--- src/rtl/w_writeback_pkg.sv ---
`default_nettype none
// ============================================================================
// Module      : w_writeback_pkg
// Description : Shared pipeline encodings for the write-back source select
//               (WDSel) and load type (LdType). The decoder uses the same
//               constants. Also defines the W-stage register record.
// Revision    : 1.0 - initial release
// ============================================================================
package w_writeback_pkg;

    // Write-back data source select
    localparam logic [1:0] WD_ALU = 2'd0;
    localparam logic [1:0] WD_DM  = 2'd1;
    localparam logic [1:0] WD_PC8 = 2'd2;
    localparam logic [1:0] WD_MD  = 2'd3;

    // Load type; encodings 5..7 behave as LD_W
    localparam logic [2:0] LD_W  = 3'd0;
    localparam logic [2:0] LD_B  = 3'd1;
    localparam logic [2:0] LD_BU = 3'd2;
    localparam logic [2:0] LD_H  = 3'd3;
    localparam logic [2:0] LD_HU = 3'd4;

    // Fields latched from the M stage
    typedef struct packed {
        logic [31:0] pc;
        logic        rfwr;
        logic [4:0]  a3;
        logic [1:0]  wdsel;
        logic [2:0]  ldtype;
        logic [31:0] aluout;
        logic [31:0] dmrd;
        logic [31:0] mdout;
        logic        valid;
    } w_stage_t;

endpackage : w_writeback_pkg
`default_nettype wire

--- src/rtl/w_writeback_if.sv ---
`default_nettype none
// ============================================================================
// Module      : w_writeback_if
// Description : M->W pipeline fields and the register-file write port driven
//               by the write-back stage.
//               master : upstream side, drives M_* and observes W_*
//               slave  : write-back stage, consumes M_* and drives W_*
// Revision    : 1.0 - initial release
// ============================================================================
interface w_writeback_if;
    logic [31:0] M_PC;
    logic        M_RFWr;
    logic [4:0]  M_A3;
    logic [1:0]  M_WDSel;
    logic [2:0]  M_LdType;
    logic [31:0] M_ALUOut;
    logic [31:0] M_DMRD;
    logic [31:0] M_MDOut;

    logic [31:0] W_PC;
    logic        W_RFWr;
    logic [4:0]  W_A3;
    logic [31:0] W_WD;
    logic        W_Valid;
    logic [31:0] W_Commits;

    modport master (
        output M_PC, M_RFWr, M_A3, M_WDSel, M_LdType, M_ALUOut, M_DMRD, M_MDOut,
        input  W_PC, W_RFWr, W_A3, W_WD, W_Valid, W_Commits
    );

    modport slave (
        input  M_PC, M_RFWr, M_A3, M_WDSel, M_LdType, M_ALUOut, M_DMRD, M_MDOut,
        output W_PC, W_RFWr, W_A3, W_WD, W_Valid, W_Commits
    );
endinterface : w_writeback_if
`default_nettype wire

--- src/rtl/w_load_ext.sv ---
`default_nettype none
// ============================================================================
// Module      : w_load_ext
// Description : Combinational load-data extraction. Picks the byte/halfword
//               addressed by the offset out of the aligned memory word and
//               sign- or zero-extends it.
//   i_raw   [31:0] raw aligned data-memory word
//   i_off   [1:0]  byte offset (ALUOut[1:0])
//   i_type  [2:0]  load type (LD_*)
//   o_data  [31:0] extended load result
// Revision    : 1.0 - initial release
// ============================================================================
module w_load_ext
    import w_writeback_pkg::*;
(
    input  wire logic [31:0] i_raw,
    input  wire logic [1:0]  i_off,
    input  wire logic [2:0]  i_type,
    output logic      [31:0] o_data
);

    logic [31:0] w_shifted;
    logic [7:0]  w_byte;
    logic [15:0] w_half;

    // Byte lane selected by shifting the word down by 8*offset
    assign w_shifted = i_raw >> {i_off, 3'b000};
    assign w_byte    = w_shifted[7:0];
    // Halfword lane ignores off[0]
    assign w_half    = i_off[1] ? i_raw[31:16] : i_raw[15:0];

    always_comb begin
        o_data = i_raw;
        case (i_type)
            LD_B:    o_data = {{24{w_byte[7]}}, w_byte};
            LD_BU:   o_data = {24'h000000, w_byte};
            LD_H:    o_data = {{16{w_half[15]}}, w_half};
            LD_HU:   o_data = {16'h0000, w_half};
            default: o_data = i_raw;
        endcase
    end

endmodule : w_load_ext
`default_nettype wire

--- src/rtl/w_writeback.sv ---
`default_nettype none
// ============================================================================
// Module      : w_writeback
// Description : MIPS write-back stage. Latches the M->W fields, extracts load
//               data, selects the write-back value and drives the register
//               file write port (also the W-stage forwarding source). Keeps a
//               count of performed register writes.
//   Clk, Rst      clock, asynchronous active-high reset
//   En            stage enable (0 holds)
//   Clr           synchronous bubble insert, wins over En
//   bus (slave)   M_* inputs, W_* register-file / trace outputs
// Parameters:
//   RESET_PC      PC shown after reset or a bubble
// Revision    : 1.0 - initial release
// ============================================================================
module w_writeback
    import w_writeback_pkg::*;
#(
    parameter logic [31:0] RESET_PC = 32'h0000_3000
)
(
    input  wire logic    Clk,
    input  wire logic    Rst,
    input  wire logic    En,
    input  wire logic    Clr,
    w_writeback_if.slave bus
);

    w_stage_t    r_stage;
    logic [31:0] r_commits;

    logic [31:0] w_ld_data;
    logic [31:0] w_pc8;
    logic [31:0] w_wd;
    logic        w_rfwr;

    // ------------------------------------------------------------------
    // Stage registers
    // ------------------------------------------------------------------
    always_ff @(posedge Clk or posedge Rst) begin
        if (Rst) begin
            r_stage       <= '0;
            r_stage.pc    <= RESET_PC;
        end else if (Clr) begin
            // Bubble: only the fields that make it look like a real
            // instruction are cleared; data fields keep their old values.
            r_stage.pc    <= RESET_PC;
            r_stage.valid <= 1'b0;
            r_stage.rfwr  <= 1'b0;
            r_stage.a3    <= 5'd0;
        end else if (En) begin
            r_stage.pc     <= bus.M_PC;
            r_stage.rfwr   <= bus.M_RFWr;
            r_stage.a3     <= bus.M_A3;
            r_stage.wdsel  <= bus.M_WDSel;
            r_stage.ldtype <= bus.M_LdType;
            r_stage.aluout <= bus.M_ALUOut;
            r_stage.dmrd   <= bus.M_DMRD;
            r_stage.mdout  <= bus.M_MDOut;
            r_stage.valid  <= 1'b1;
        end
    end

    // ------------------------------------------------------------------
    // Load extraction and write-back mux (registered fields only)
    // ------------------------------------------------------------------
    w_load_ext u_load_ext (
        .i_raw  (r_stage.dmrd),
        .i_off  (r_stage.aluout[1:0]),
        .i_type (r_stage.ldtype),
        .o_data (w_ld_data)
    );

    assign w_pc8 = r_stage.pc + 32'd8;

    always_comb begin
        w_wd = r_stage.aluout;
        case (r_stage.wdsel)
            WD_ALU:  w_wd = r_stage.aluout;
            WD_DM:   w_wd = w_ld_data;
            WD_PC8:  w_wd = w_pc8;
            WD_MD:   w_wd = r_stage.mdout;
            default: w_wd = r_stage.aluout;
        endcase
    end

    // $0 is hard-wired zero, so a write to it is never issued
    assign w_rfwr = r_stage.rfwr & r_stage.valid & (r_stage.a3 != 5'd0);

    // ------------------------------------------------------------------
    // Commit counter: one count per cycle the write port is asserted,
    // so a write held by En=0 is counted every cycle it is presented.
    // ------------------------------------------------------------------
    always_ff @(posedge Clk or posedge Rst) begin
        if (Rst) begin
            r_commits <= 32'd0;
        end else if (w_rfwr) begin
            r_commits <= r_commits + 32'd1;
        end
    end

    assign bus.W_PC      = r_stage.pc;
    assign bus.W_RFWr    = w_rfwr;
    assign bus.W_A3      = r_stage.a3;
    assign bus.W_WD      = w_wd;
    assign bus.W_Valid   = r_stage.valid;
    assign bus.W_Commits = r_commits;

endmodule : w_writeback
`default_nettype wire

--- src/flat_wrapper.sv ---
// flat-port wrapper written by rule: the top's interface ports become plain ports
module w_writeback_flat import w_writeback_pkg::*;
#(
    parameter logic [31:0] RESET_PC = 32'h0000_3000
)
  (Clk, Rst, En, Clr, bus_M_PC, bus_M_RFWr, bus_M_A3, bus_M_WDSel, bus_M_LdType, bus_M_ALUOut, bus_M_DMRD, bus_M_MDOut, bus_W_PC, bus_W_RFWr, bus_W_A3, bus_W_WD, bus_W_Valid, bus_W_Commits);
  w_writeback_if bus_i ();
  input  wire logic Clk;
  input  wire logic Rst;
  input  wire logic En;
  input  wire logic Clr;
  input wire logic [$bits(bus_i.M_PC)-1:0] bus_M_PC;
  input wire logic [$bits(bus_i.M_RFWr)-1:0] bus_M_RFWr;
  input wire logic [$bits(bus_i.M_A3)-1:0] bus_M_A3;
  input wire logic [$bits(bus_i.M_WDSel)-1:0] bus_M_WDSel;
  input wire logic [$bits(bus_i.M_LdType)-1:0] bus_M_LdType;
  input wire logic [$bits(bus_i.M_ALUOut)-1:0] bus_M_ALUOut;
  input wire logic [$bits(bus_i.M_DMRD)-1:0] bus_M_DMRD;
  input wire logic [$bits(bus_i.M_MDOut)-1:0] bus_M_MDOut;
  output wire logic [$bits(bus_i.W_PC)-1:0] bus_W_PC;
  output wire logic [$bits(bus_i.W_RFWr)-1:0] bus_W_RFWr;
  output wire logic [$bits(bus_i.W_A3)-1:0] bus_W_A3;
  output wire logic [$bits(bus_i.W_WD)-1:0] bus_W_WD;
  output wire logic [$bits(bus_i.W_Valid)-1:0] bus_W_Valid;
  output wire logic [$bits(bus_i.W_Commits)-1:0] bus_W_Commits;
  assign bus_i.M_PC = bus_M_PC;
  assign bus_i.M_RFWr = bus_M_RFWr;
  assign bus_i.M_A3 = bus_M_A3;
  assign bus_i.M_WDSel = bus_M_WDSel;
  assign bus_i.M_LdType = bus_M_LdType;
  assign bus_i.M_ALUOut = bus_M_ALUOut;
  assign bus_i.M_DMRD = bus_M_DMRD;
  assign bus_i.M_MDOut = bus_M_MDOut;
  assign bus_W_PC = bus_i.W_PC;
  assign bus_W_RFWr = bus_i.W_RFWr;
  assign bus_W_A3 = bus_i.W_A3;
  assign bus_W_WD = bus_i.W_WD;
  assign bus_W_Valid = bus_i.W_Valid;
  assign bus_W_Commits = bus_i.W_Commits;
  w_writeback #(.RESET_PC(RESET_PC)) u_core (.Clk(Clk), .Rst(Rst), .En(En), .Clr(Clr), .bus(bus_i));
endmodule
--- config.mk ---
export PLATFORM = sky130hd
export DESIGN_NAME = w_writeback_flat
export DESIGN_NICKNAME = d
export VERILOG_FILES = /design/src/rtl/w_writeback_pkg.sv /design/src/rtl/w_writeback_if.sv /design/src/rtl/w_load_ext.sv /design/src/rtl/w_writeback.sv /design/src/flat_wrapper.sv
export SDC_FILE = /design/constraint.sdc
export NUM_CORES = 1
export LEC_CHECK = 0
export ABC_AREA = 1
export CORE_ASPECT_RATIO = 1.75
export CORE_MARGIN = 2
export CORE_UTILIZATION = 50
export DETAILED_ROUTE_END_ITERATION = 10
export GPL_ROUTABILITY_DRIVEN = 0
export PLACE_DENSITY = 0.81
export SKIP_LAST_GASP = 1
export SYNTH_ARGS = -nofsm -noshare
export SYNTH_HDL_FRONTEND = slang
export SYNTH_SLANG_ARGS = --single-unit
--- constraint.sdc ---
create_clock -name Clk -period 6.4 [get_ports Clk]
set_input_delay 0.96 -clock Clk [delete_from_list [all_inputs] [get_ports Clk]]
set_output_delay 0.96 -clock Clk [all_outputs]
set_load 0.02 [all_outputs]
After elaboration in Yosys (flattened, before gate mapping)
Cells that the tools add are included.
{ "totals": {"reg_bits": 172, "in_bits": 143, "wordCells": 33} }
{ "op_classes": {"add_sub_neg": 2, "n_eq_ne": 7, "n_shift": 1, "n_mux": 6, "n_bitwise": 3, "n_reduce_logical": 4} }
{ "ops": {"columns": ["cell", "n"], "rows": [
  ["32-bit case mux with 4 select lines", 2],
  ["140-bit two-way mux", 1],
  ["38-bit two-way mux", 1],
  ["32-bit by 1-bit adder with 32-bit output (second input constant)", 1],
  ["32-bit by 4-bit adder with 32-bit output (second input constant)", 1],
  ["32-bit by 5-bit right shift with 8-bit output", 1],
  ["16-bit two-way mux", 1],
  ["3-bit by 2-bit == test with 1-bit output (second input constant)", 2],
  ["5-bit nonzero test", 1],
  ["2-bit == test (second input constant)", 2],
  ["3-bit by 1-bit == test with 1-bit output (second input constant)", 1],
  ["3-bit == test (second input constant)", 1],
  ["1-bit AND", 2],
  ["2-bit by 1-bit == test with 1-bit output (second input constant)", 1],
  ["2-bit logical NOT", 1],
  ["2-bit AND reduction", 1],
  ["2-bit nonzero test", 1],
  ["1-bit two-way mux", 1],
  ["1-bit inverter", 1]
]} }

Logic depth before layout (Yosys ltp)
{ "depth": {"ltp_word": 3, "mapped_depth": 9, "mapped_depth_nobuf": 9} }

Modules after synthesis
A second synthesis with hierarchy kept.
{ "unflattened": {"hier_cells": 1427, "area_unflattened_um2": 10012.1} }
{ "by_module_without_submodules": {"columns": ["mod", "n_inst", "cells_each", "area_each_um2"], "rows": [
  ["w_writeback", 1, 1195, 8938.6],
  ["w_load_ext", 1, 232, 1073.5]
]} }

Worst setup path before layout
No wires, ideal clock.
{ "synth_timing": {"path_type": "reg2out", "start": "reg u_core.r_stage (netlist bit u_core.bus.W_PC[3])", "end": "out bus_W_WD[15]", "arrival_time_ps": 1415, "t_required_ps": 5440, "slack_ps": 4025, "path_stages_with_launch": 10, "path_cell_list": "dfrtp_1 ha_1 nand2_1 nor2_4 nand2_4 nor2_4 nand2_1 nand3_1 nand2_1 nand3b_1"} }
{ "synth_between": {"elab_chain_cells": 2} }
{ "synth_rtl": {"columns": ["element", "line", "source"], "rows": [
  ["start: declaration", "w_writeback.sv:29", "w_stage_t r_stage;"],
  ["32-bit by 4-bit adder with 32-bit output", "w_writeback.sv:74", "assign w_pc8 = r_stage.pc + 32'd8;"],
  ["32-bit case mux with 4 select lines", "w_writeback.sv:78", "case (r_stage.wdsel)"],
  ["end: declaration", "flat_wrapper.sv:23", "output wire logic [$bits(bus_i.W_WD)-1:0] bus_W_WD;"]
]} }
No other way between the ends.

Worst setup path in the final report
{ "layout_timing": {"start": "reg u_core.r_stage[101] in the netlist's numbering", "end": "out bus_W_WD[7]"} }
{ "layout_between": {"elab_chain_cells": 2} }
{ "layout_rtl": {"columns": ["element", "line"], "rows": [
  ["2-bit == test, or another cell as far along", "w_writeback.sv:78"],
  ["32-bit case mux with 4 select lines (*)", "w_writeback.sv:78"]
]} }
Mark *: on every way between the ends. The rest lies on a longest branch, timed or not.

==> metrics.txt <==
Post-Layout Inst Area 12600 um^2; Inserted Clock Buffers 17; Starting Density 51.0%; antenna violations before repair 2; Die X 110 um; met2 usage 56.2%; first-pass GRT wire length 51500 um; Fmax achieved 0.238 GHz; Slew HR 23.7%; area grow syn2layout 29.7%; GR Util met3 7.61%; R2R Setup Slk 4.61 ns; share of layout cells above drive strength 1 4.75%; GRT busiest layer met2; Tcrit/Tclk final 65.5%; CTS tree done; Required @ worst endpoint 5.44 ns; Synth Area per Inst 7.05 um^2; hold depth 2; number of flops mapped to enable cells by yosys 0; Ports 246; status finished, final reports clean; 1st-iter DRT viols 751; top_reg_cell synth dfrtp_1; Final Max Slew Viols 0; Clk Latency, worst-skew pair 0.44 ns; first drt pass iteration count 7; Async S/R FF share, synth 100%; Port Buf Inserts 245; Worst setup SP type flop; Mapped Area 9750 um^2; Worst Path Arrival 3.23 ns; DR vias/cell 5.46; Syn Nets 1527; largest net degree at the start of global routing 74; hold buffers post-CTS 0; reg-to-reg startpoint u_core.bus.W_Commits[19]; VDD IR max 0.000174 V; RSZ-0062 raised after global routing false; number of global-route vias before repair 9885; wire per inst 18.3 um; total power 3.12 mW; Final Skew 0.00639 ns; cells after synthesis 1382; Die H 189 um; All-Layer GR Usage 33.1%; cts repair resizes 0; DRC 0; CTS root buf clkbuf_16; post-DP HPWL 25700 um; Layout Nets 1711; final WL 33300 um; Std-Cell Rows 67; #FFs+latches synth 172; ANT nets after route 0; total grt overflow 0; final setup vio count 0; sequential share of the synthesized area 44.2%; Setup crit end kind output pin; clk buf depth 2; via count 9957; Max H-tree Level 4; Sink Count 172; Sum Neg Setup Slack 0 ns; worst-path fanout max 26; DP Area 12000 um^2; die footprint 20700 um^2; fillers 1722; Ys Warns 0; grt met1 use 34.9%; P_leak 5.73 nW; Slew @ Worst Pin 1.14 ns; Reg2Reg Depth 9; Final Hold Vio Count 0; slack of the critical path 2.21 ns; kind of critical path reg2out; PwrDens 247 nW/um^2; Final Util 66.1%; end of the worst register-to-register path u_core.bus.W_Commits[22]; Hold Crit Class reg2reg; Unique masters post-synth 39; core area 19100 um^2; dpl ws 2.73 ns; Hold Path End u_core.r_stage[87]; hold_sp u_core.r_stage[87]; max cap viols 0; Setup Buffers After CTS 0; Tmin final 4.19 ns; Reg clk slew, reported paths 0.07 ns
synth_stat cells, drive strengths merged (3+ instances only):
library cell,count,area [um^2]
a21oi,40,211
a22o,5,43.8
buf,63,435
clkbuf,25,93.8
dfrtp,170,4250
inv,124,468
nand2,555,2100
nand3,62,328
nand3b,13,97.6
nand4,20,125
nor2,137,579
nor3,3,20.0
o21ai,126,631
o22ai,5,31.3
xnor2,10,87.6
xor2,12,105
metrics by stage:
stage                     hold slack [ns]  instances
after floorplan                     0.442       1382
after global placement              0.454       1788
after detailed placement            0.459       1788
after CTS                           0.475       1820
after global routing                0.491       1822
final                               0.471       1822
power breakdown:
group	total [mW]	internal, mW	switching [mW]
sequential	1.27	1.19	0.0829
clock	1.05	0.598	0.449
combinational	0.800	0.321	0.479
total	3.12	2.11	1.01
critical path, cell delays in order (launching register included):
cell,delay (ns)
dfrtp_1,0.40
inv_1,0.10
nor2_2,0.79
inv_1,0.37
a21oi_1,0.21
o21a_1,0.13
a21oi_1,0.04
nand3_1,0.12
clkdlybuf4s50_1,0.64
layer usage:
layer / part of all wire, % / up-vias
li1: - / 4679
met1: 34 / 4605
met2: 51 / 533
met3: 7.9 / 140
met4: 7.6 / 0
met5: 0 / -
worst max-delay path by stage:
stage          slack [ns]  cells past startpoint           startpoint                 end
2_1_floorplan        0.78                      1                  Rst  u_core.bus.W_A3[0]
3_3_place_gp         2.77                      8  u_core.r_stage[100]         bus_W_WD[6]
3_5_place_dp         2.73                      7  u_core.r_stage[100]         bus_W_WD[7]
4_1_cts              2.24                      7  u_core.r_stage[100]         bus_W_WD[7]
5_1_grt              1.97                      9  u_core.r_stage[101]         bus_W_WD[6]
6_report             2.21                      8  u_core.r_stage[101]         bus_W_WD[7]
layout by cell type (no fill, tap or decap), drive strengths merged, types with 2 or more instances in the layout:
cell type        n
a31oi            2
a22o             5
nor3             3
o22ai            5
ha               2
clkinv           5
a21boi           2
dfrtp          170
nand4           20
nand3b          13
buf              8
diode            2
xor2            12
clkbuf          19
clkinvlp         2
nand2          555
inv            128
nor2           137
o21ai          126
xnor2           10
clkdlybuf4s50  245
bufinv           2
dfstp            2
nand3           62
a21oi           40
kinds of logic after synthesis:
family,Yosys count,synth area share [%]
buffers and inverters,212,10.2
and+or+nand+nor,790,33.4
xor gates and xnor gates,22,1.98
adders and majority gates,2,0.257
AOI/OAI and AO/OA,184,10.0
DFF,172,44.2
flip-flops by register name, indices dropped and copies added (netlist names):
signal	count
u_core.bus.W_Valid	1
u_core.bus.W_PC	32
u_core.bus.W_Commits	32
u_core.r_stage	102
u_core.bus.W_A3	5
cell type report:
type / count / area [um^2] / share of cell area [%]
multi-input cells: 998 / 4450 / 35.2
flip-flops and latches: 172 / 4310 / 34.1
repair buffers: 253 / 2510 / 19.9
inverters: 124 / 473 / 3.74
clock buffers: 19 / 453 / 3.58
well taps: 241 / 302 / 2.39
clock inverters: 13 / 139 / 1.10
diodes: 2 / 5.00 / 0.0396
Power figures use the tool's default switching activity.
